[config.mk]
export PLATFORM = sky130hd
export DESIGN_NAME = ex_mem_stage_flat
export DESIGN_NICKNAME = d
export VERILOG_FILES = /design/src/rtl/riscv_pkg.sv /design/src/rtl/ex_mem_stage_if.sv /design/src/rtl/ex_mem_stage_entry_reg.sv /design/src/rtl/ex_mem_stage.sv /design/src/flat_wrapper.sv
export SDC_FILE = /design/constraint.sdc
export NUM_CORES = 1
export LEC_CHECK = 0
export BUFFER_PORTS_ARGS = -buffer_cell sky130_fd_sc_hd__buf_2
export CORE_AREA = 2 2 162 164
export CTS_BUF_LIST = sky130_fd_sc_hd__clkbuf_4
export CTS_CLUSTER_DIAMETER = 200
export DETAILED_ROUTE_END_ITERATION = 16
export DIE_AREA = 0 0 164 166
export PLACE_DENSITY = 0.54
export SLEW_MARGIN = 20
export SYNTH_ARGS = -nofsm -noshare
export SYNTH_HDL_FRONTEND = slang
export SYNTH_SLANG_ARGS = --single-unit
export TNS_END_PERCENT = 5
[constraint.sdc]
create_clock -name clk -period 3.2 [get_ports clk]
set_clock_uncertainty 0.15 [all_clocks]
set_input_delay 0.32 -clock clk [delete_from_list [all_inputs] [get_ports clk]]
set_output_delay 0.32 -clock clk [all_outputs]
set_load 0.01 [all_outputs]
[src/rtl/riscv_pkg.sv]
// Shared pipeline definitions: control-bit positions, the EX/MEM entry layout,
// occupancy states and the x0 write-enable mask.
package riscv_pkg;
  localparam int XLEN = 64;
  localparam int RA_W = 5;

  localparam int CTL_REG_WRITE  = 0;
  localparam int CTL_MEM_READ   = 1;
  localparam int CTL_MEM_WRITE  = 2;
  localparam int CTL_MEM_TO_REG = 3;
  localparam int CTL_BRANCH     = 4;
  localparam int CTL_W          = 5;

  typedef struct packed {
    logic              br_taken;
    logic [XLEN-1:0]   r;
    logic [XLEN-1:0]   store_data;
    logic [XLEN-1:0]   target;
    logic [RA_W-1:0]   rd;
    logic [CTL_W-1:0]  ctl;
  } ex_mem_entry_t;

  typedef enum logic [1:0] {
    OCC_EMPTY = 2'd0,
    OCC_FULL  = 2'd1,
    OCC_SKID  = 2'd2
  } occ_state_t;

  // Writes to x0 are architecturally discarded, so drop reg_write at capture.
  function automatic logic [CTL_W-1:0] x0_mask(input logic [CTL_W-1:0] ctl,
                                               input logic [RA_W-1:0]  rd);
    logic [CTL_W-1:0] m;
    m = ctl;
    if (rd == '0) m[CTL_REG_WRITE] = 1'b0;
    return m;
  endfunction
endpackage

[src/rtl/ex_mem_stage_if.sv]
// EX->MEM handshake bundle: upstream valid/ready plus entry fields, downstream
// valid/ready plus registered entry. master drives the stage inputs, slave is the stage.
interface ex_mem_stage_if #(
  parameter int WORDSIZE = 64,
  parameter int REGADDR  = 5
) ();
  logic                in_valid;
  logic                in_ready;
  logic [WORDSIZE-1:0] in_r;
  logic                in_z;
  logic [WORDSIZE-1:0] in_store_data;
  logic [WORDSIZE-1:0] in_target;
  logic [REGADDR-1:0]  in_rd;
  logic [4:0]          in_ctl;

  logic                out_valid;
  logic                out_ready;
  logic [WORDSIZE-1:0] out_r;
  logic [WORDSIZE-1:0] out_store_data;
  logic [REGADDR-1:0]  out_rd;
  logic [4:0]          out_ctl;
  logic                out_br_taken;
  logic [WORDSIZE-1:0] out_br_target;

  modport master (
    output in_valid, in_r, in_z, in_store_data, in_target, in_rd, in_ctl, out_ready,
    input  in_ready, out_valid, out_r, out_store_data, out_rd, out_ctl,
           out_br_taken, out_br_target
  );

  modport slave (
    input  in_valid, in_r, in_z, in_store_data, in_target, in_rd, in_ctl, out_ready,
    output in_ready, out_valid, out_r, out_store_data, out_rd, out_ctl,
           out_br_taken, out_br_target
  );
endinterface

[src/rtl/ex_mem_stage_entry_reg.sv]
// Loadable entry register: full clear (reset) beats branch-flag clear (flush) beats load.
module ex_mem_entry_reg
  import riscv_pkg::*;
(
  input  logic          clk,
  input  logic          i_clear,
  input  logic          i_clear_br,
  input  logic          i_load,
  input  ex_mem_entry_t i_d,
  output ex_mem_entry_t o_q
);
  ex_mem_entry_t r_q;

  always_ff @(posedge clk) begin
    if (i_clear)         r_q          <= '0;
    else if (i_clear_br) r_q.br_taken <= 1'b0;
    else if (i_load)     r_q          <= i_d;
  end

  assign o_q = r_q;
endmodule

[src/rtl/ex_mem_stage.sv]
// EX->MEM pipeline register with valid/ready, flush and branch resolution.
// Build option EX_MEM_SKID_EN adds a skid slot so in_ready becomes a registered output.
module ex_mem_stage
  import riscv_pkg::*;
#(
  parameter int WORDSIZE = 64,
  parameter int REGADDR  = 5
) (
  input  logic          clk,
  input  logic          rst,
  input  logic          flush,
  ex_mem_stage_if.slave bus
);
  ex_mem_entry_t w_in_entry;
  ex_mem_entry_t w_out_d;
  ex_mem_entry_t w_out_q;
  logic          w_out_load;
  logic          w_in_ready;
  logic          w_acc;
  logic          w_drain;
  logic          r_out_valid;

  always_comb begin
    w_in_entry            = '0;
    w_in_entry.r          = XLEN'(bus.in_r);
    w_in_entry.store_data = XLEN'(bus.in_store_data);
    w_in_entry.target     = XLEN'(bus.in_target);
    w_in_entry.rd         = RA_W'(bus.in_rd);
    w_in_entry.ctl        = x0_mask(bus.in_ctl, RA_W'(bus.in_rd));
    w_in_entry.br_taken   = bus.in_ctl[CTL_BRANCH] & bus.in_z;
  end

  assign w_acc   = bus.in_valid & w_in_ready;
  assign w_drain = r_out_valid & bus.out_ready;

`ifdef EX_MEM_SKID_EN
  occ_state_t    r_state;
  occ_state_t    w_nxt;
  logic          r_in_ready;
  logic          w_skid_load;
  ex_mem_entry_t w_skid_q;

  assign w_in_ready = r_in_ready;

  // Skid slot fills only when the output is stalled; it refills the output on drain.
  always_comb begin
    w_nxt       = r_state;
    w_out_load  = 1'b0;
    w_skid_load = 1'b0;
    w_out_d     = w_in_entry;
    case (r_state)
      OCC_EMPTY: if (w_acc) begin
        w_out_load = 1'b1;
        w_nxt      = OCC_FULL;
      end
      OCC_FULL: begin
        if (w_acc && w_drain) w_out_load = 1'b1;
        else if (w_acc) begin
          w_skid_load = 1'b1;
          w_nxt       = OCC_SKID;
        end else if (w_drain) w_nxt = OCC_EMPTY;
      end
      OCC_SKID: if (w_drain) begin
        w_out_load = 1'b1;
        w_out_d    = w_skid_q;
        w_nxt      = OCC_FULL;
      end
      default: w_nxt = OCC_EMPTY;
    endcase
  end

  always_ff @(posedge clk) begin
    if (rst || flush) begin
      r_state     <= OCC_EMPTY;
      r_out_valid <= 1'b0;
      r_in_ready  <= 1'b1;
    end else begin
      r_state     <= w_nxt;
      r_out_valid <= (w_nxt != OCC_EMPTY);
      r_in_ready  <= (w_nxt != OCC_SKID);
    end
  end

  ex_mem_entry_reg u_skid (
    .clk        (clk),
    .i_clear    (rst),
    .i_clear_br (flush),
    .i_load     (w_skid_load),
    .i_d        (w_in_entry),
    .o_q        (w_skid_q)
  );
`else
  assign w_in_ready = !r_out_valid | bus.out_ready;
  assign w_out_load = w_acc;
  assign w_out_d    = w_in_entry;

  always_ff @(posedge clk) begin
    if (rst || flush) r_out_valid <= 1'b0;
    else if (w_acc)   r_out_valid <= 1'b1;
    else if (w_drain) r_out_valid <= 1'b0;
  end
`endif

  ex_mem_entry_reg u_out (
    .clk        (clk),
    .i_clear    (rst),
    .i_clear_br (flush),
    .i_load     (w_out_load),
    .i_d        (w_out_d),
    .o_q        (w_out_q)
  );

  assign bus.in_ready       = w_in_ready;
  assign bus.out_valid      = r_out_valid;
  assign bus.out_r          = WORDSIZE'(w_out_q.r);
  assign bus.out_store_data = WORDSIZE'(w_out_q.store_data);
  assign bus.out_br_target  = WORDSIZE'(w_out_q.target);
  assign bus.out_rd         = REGADDR'(w_out_q.rd);
  assign bus.out_ctl        = w_out_q.ctl;
  assign bus.out_br_taken   = w_out_q.br_taken;
endmodule

[src/flat_wrapper.sv]
// flat-port wrapper written by rule: the top's interface ports become plain ports
module ex_mem_stage_flat import riscv_pkg::*;
#(
  parameter int WORDSIZE = 64,
  parameter int REGADDR  = 5
)
  (clk, rst, flush, bus_in_valid, bus_in_r, bus_in_z, bus_in_store_data, bus_in_target, bus_in_rd, bus_in_ctl, bus_out_ready, bus_in_ready, bus_out_valid, bus_out_r, bus_out_store_data, bus_out_rd, bus_out_ctl, bus_out_br_taken, bus_out_br_target);
  ex_mem_stage_if #(.WORDSIZE(WORDSIZE), .REGADDR(REGADDR)) bus_i ();
  input  logic clk;
  input  logic rst;
  input  logic flush;
  input wire logic [$bits(bus_i.in_valid)-1:0] bus_in_valid;
  input wire logic [$bits(bus_i.in_r)-1:0] bus_in_r;
  input wire logic [$bits(bus_i.in_z)-1:0] bus_in_z;
  input wire logic [$bits(bus_i.in_store_data)-1:0] bus_in_store_data;
  input wire logic [$bits(bus_i.in_target)-1:0] bus_in_target;
  input wire logic [$bits(bus_i.in_rd)-1:0] bus_in_rd;
  input wire logic [$bits(bus_i.in_ctl)-1:0] bus_in_ctl;
  input wire logic [$bits(bus_i.out_ready)-1:0] bus_out_ready;
  output wire logic [$bits(bus_i.in_ready)-1:0] bus_in_ready;
  output wire logic [$bits(bus_i.out_valid)-1:0] bus_out_valid;
  output wire logic [$bits(bus_i.out_r)-1:0] bus_out_r;
  output wire logic [$bits(bus_i.out_store_data)-1:0] bus_out_store_data;
  output wire logic [$bits(bus_i.out_rd)-1:0] bus_out_rd;
  output wire logic [$bits(bus_i.out_ctl)-1:0] bus_out_ctl;
  output wire logic [$bits(bus_i.out_br_taken)-1:0] bus_out_br_taken;
  output wire logic [$bits(bus_i.out_br_target)-1:0] bus_out_br_target;
  assign bus_i.in_valid = bus_in_valid;
  assign bus_i.in_r = bus_in_r;
  assign bus_i.in_z = bus_in_z;
  assign bus_i.in_store_data = bus_in_store_data;
  assign bus_i.in_target = bus_in_target;
  assign bus_i.in_rd = bus_in_rd;
  assign bus_i.in_ctl = bus_in_ctl;
  assign bus_i.out_ready = bus_out_ready;
  assign bus_in_ready = bus_i.in_ready;
  assign bus_out_valid = bus_i.out_valid;
  assign bus_out_r = bus_i.out_r;
  assign bus_out_store_data = bus_i.out_store_data;
  assign bus_out_rd = bus_i.out_rd;
  assign bus_out_ctl = bus_i.out_ctl;
  assign bus_out_br_taken = bus_i.out_br_taken;
  assign bus_out_br_target = bus_i.out_br_target;
  ex_mem_stage #(.WORDSIZE(WORDSIZE), .REGADDR(REGADDR)) u_core (.clk(clk), .rst(rst), .flush(flush), .bus(bus_i));
endmodule
==> results_dict.tcl <==
set metrics [dict create \
    p_leak_nw 6.08 \
    period_share 0.906 \
    crit_arrival_ns 3.30 \
    final_nets 1800 \
    clkPwrFrac 0.391 \
    setup_ws_ns 0.301 \
    die_w_microns 164 \
    path_max_fanout 59 \
    globalRouteTotalUtil 0.226 \
    crit_top_cell "dlygate4sd3_1" \
    ctsHoldBuffers 281 \
    path_buf_inv 4 \
    place_ws_ns 1.13 \
    grt_setup_unrepaired "no" \
    syn_avg_cell_area_sq_um 8.39 \
    multi_input_area_sq_um 3150 \
    core_area_sq_um 25600 \
    synth_top_area_frac 0.521 \
    htree_num_levels 2 \
    hold_class "in2reg" \
    die_h_microns 166 \
    numCtsBuffers 58 \
    fillers 2393 \
    finalHoldViolations 0 \
    endpoint_kind "flop" \
    numClockSinks 204 \
    drtPass1Iterations 5 \
    required_ns 3.60 \
    yosys_warnings 0 \
    slew_violations 0 \
    first_global_vias 9925 \
    routabilityCongestion 0.806 \
    area_growth_pct 72.5 \
    worstSetupPathType "reg2reg" \
    crit_family "buffers and inverters" \
    slew_headroom 0.354 \
    start_util 0.306 \
    drtAntennaViolNets 0 \
    final.min_clock_period_ns 2.90 \
    clk_pin_slew_ns 0.07 \
    grt_antenna_before_repair 1 \
    max_clock_freq_mhz 345 \
    row_count 59 \
    drive_above_1_share 0.324 \
    pwr-share-seq 0.449 \
    tns_ns 0 \
    yosysTopAreaCell "dfxtp_1" \
    post-cts-setup-buffers 0 \
    maxCapViolCount 0 \
    grt_pass1_wl_mm 50.4 \
    wl_per_cell_microns 16.6 \
    ys_seq_elements 204 \
    die_area_sq_um 27200 \
    cts-root-buf "clkbuf_4" \
    numPortBuffers 412 \
    critPathLaunchType "flop" \
    syn_nets 1143 \
    holdWs_ns 0.191 \
    netlist_area_sq_um 7840 \
    slowest_delay_ns 0.59 \
    outcome "finished, final reports clean" \
    drtIter0Drc 779 \
    synth_cell_types 23 \
    worst_pin_slew_ns 0.969 \
    wl_mm 32.7 \
    cpMaxStageDelayCell "dlygate4sd3_1" \
    path_cells "nor2b_4, clkinv_4, buf_12, nand3_1, dlygate4sd3_1, a21oi_1, dlygate4sd3_1" \
    grt_max_degree 105 \
    insertion_delay_ns 0.67 \
    cts_buffer_depth 3 \
    ys_top_cells_by_area "dfxtp_1 (52%), o21ai_0 (13%), a21oi_1 (13%)" \
    finalPower_mw 6.04 \
    vias_per_cell 4.99 \
    power_density_nw_per_um2 447 \
    cts.repair.resized 0 \
    ir_worst_vdd_v 0.000281 \
    p_int_mw 4.42 \
    cts_tree "built" \
    dpl.hpwl_mm 18.4 \
    drc 0 \
    vias 9829 \
    switching_power_mw 1.62 \
    seq_area_sq_um 4080 \
    syn_inst 935 \
    power.share.switching 0.269 \
    setup_viol 0 \
    r2r_slack_ns 0.30 \
    seq_area_frac_synth 0.521 \
    combPwrFrac 0.160 \
    grt_overflow 0 \
    ios 413 \
]
-- per-stage QoR --
step           cell area (sq um)  utilization  cells
6_report                   13500        0.528   1969
5_1_grt                    13500        0.528   1969
4_1_cts                    13500        0.528   1967
3_5_place_dp               10000        0.390   1586
3_3_place_gp               10000        0.390   1586
2_1_floorplan               7840            -    935
-- final timing paths --
path	startpoint	to	cells after the start
setup / recovery	u_core.bus.out_valid	u_core.u_out.o_q[176]	7
hold / removal	bus_out_ready	u_core.bus.out_valid	4
setup reg to reg	u_core.bus.out_valid	u_core.u_out.o_q[176]	7
hold reg to reg	u_core.u_out.o_q[63]	u_core.u_out.o_q[63]	2
-- sequential cells by signal, indices dropped and copies added (netlist names) --
name	cells
u_core.u_out.o_q	203
u_core.bus.out_valid	1
-- placed cells by master, fill, tap and decap left out, types with 5 or more instances in the layout --
master         instances
a21oi_1              201
dfxtp_1              204
nand3_2                5
dlygate4sd3_1        281
o21ai_0              203
clkinv_1               9
buf_12                11
clkbuf_4              90
buf_4                  6
buf_2                411
nand3_1              196
-- logic make-up after synthesis --
kind of cell	share of synthesized area
simple gates	0.139
buf+inv	0.0793
compound gates	0.260
flops	0.521
-- power groups by stage --
stage	registers [mW]	clock network (mW)	logic, mW
2_1_floorplan	2.82	0	0.292
3_3_place_gp	2.76	0	0.692
3_5_place_dp	2.76	0	0.693
4_1_cts	2.71	2.45	0.950
5_1_grt	2.72	2.60	1.04
6_report	2.71	2.36	0.966
-- synth_stat cells --
master,number
nor2_1,1
buf_8,3
buf_4,14
clkinv_4,1
nor2b_1,2
dfxtp_1,204
buf_2,24
inv_1,1
nand4b_1,1
nand3_2,5
nand4_1,1
nor2b_4,1
buf_6,7
o21ai_0,203
buf_12,1
nand3_1,196
clkbuf_1,63
or4_1,1
a211oi_1,2
a21oi_1,201
nand2b_2,1
o21ai_1,1
buf_1,1
-- routing by layer --
| metal | up-vias | global-route usage | wire (microns) |
|---|---|---|---|
| li1 | 4699 | - | - |
| met1 | 4573 | 0.253 | 12800 |
| met2 | 461 | 0.387 | 15600 |
| met3 | 96 | 0.0707 | 3010 |
| met4 | 0 | 0.105 | 1300 |
| met5 | - | 0 | 0 |
-- worst register-to-register path: stages, from the launching register on --
cell	delay (ns)
dfxtp_1	0.33
nor2b_4	0.19
clkinv_4	0.36
buf_12	0.38
nand3_1	0.13
dlygate4sd3_1	0.57
a21oi_1	0.07
dlygate4sd3_1	0.59
-- area by class of cell --
cell class,count,share of cell area
repair buffers,710,0.380
inverters,2,0.000925
clock buffers,90,0.0499
well taps,335,0.0310
clock inverters,10,0.00277
multi-input cells,616,0.233
flip-flops and latches,204,0.302
diodes,2,0.000370
(Power assumes the default switching activity.)
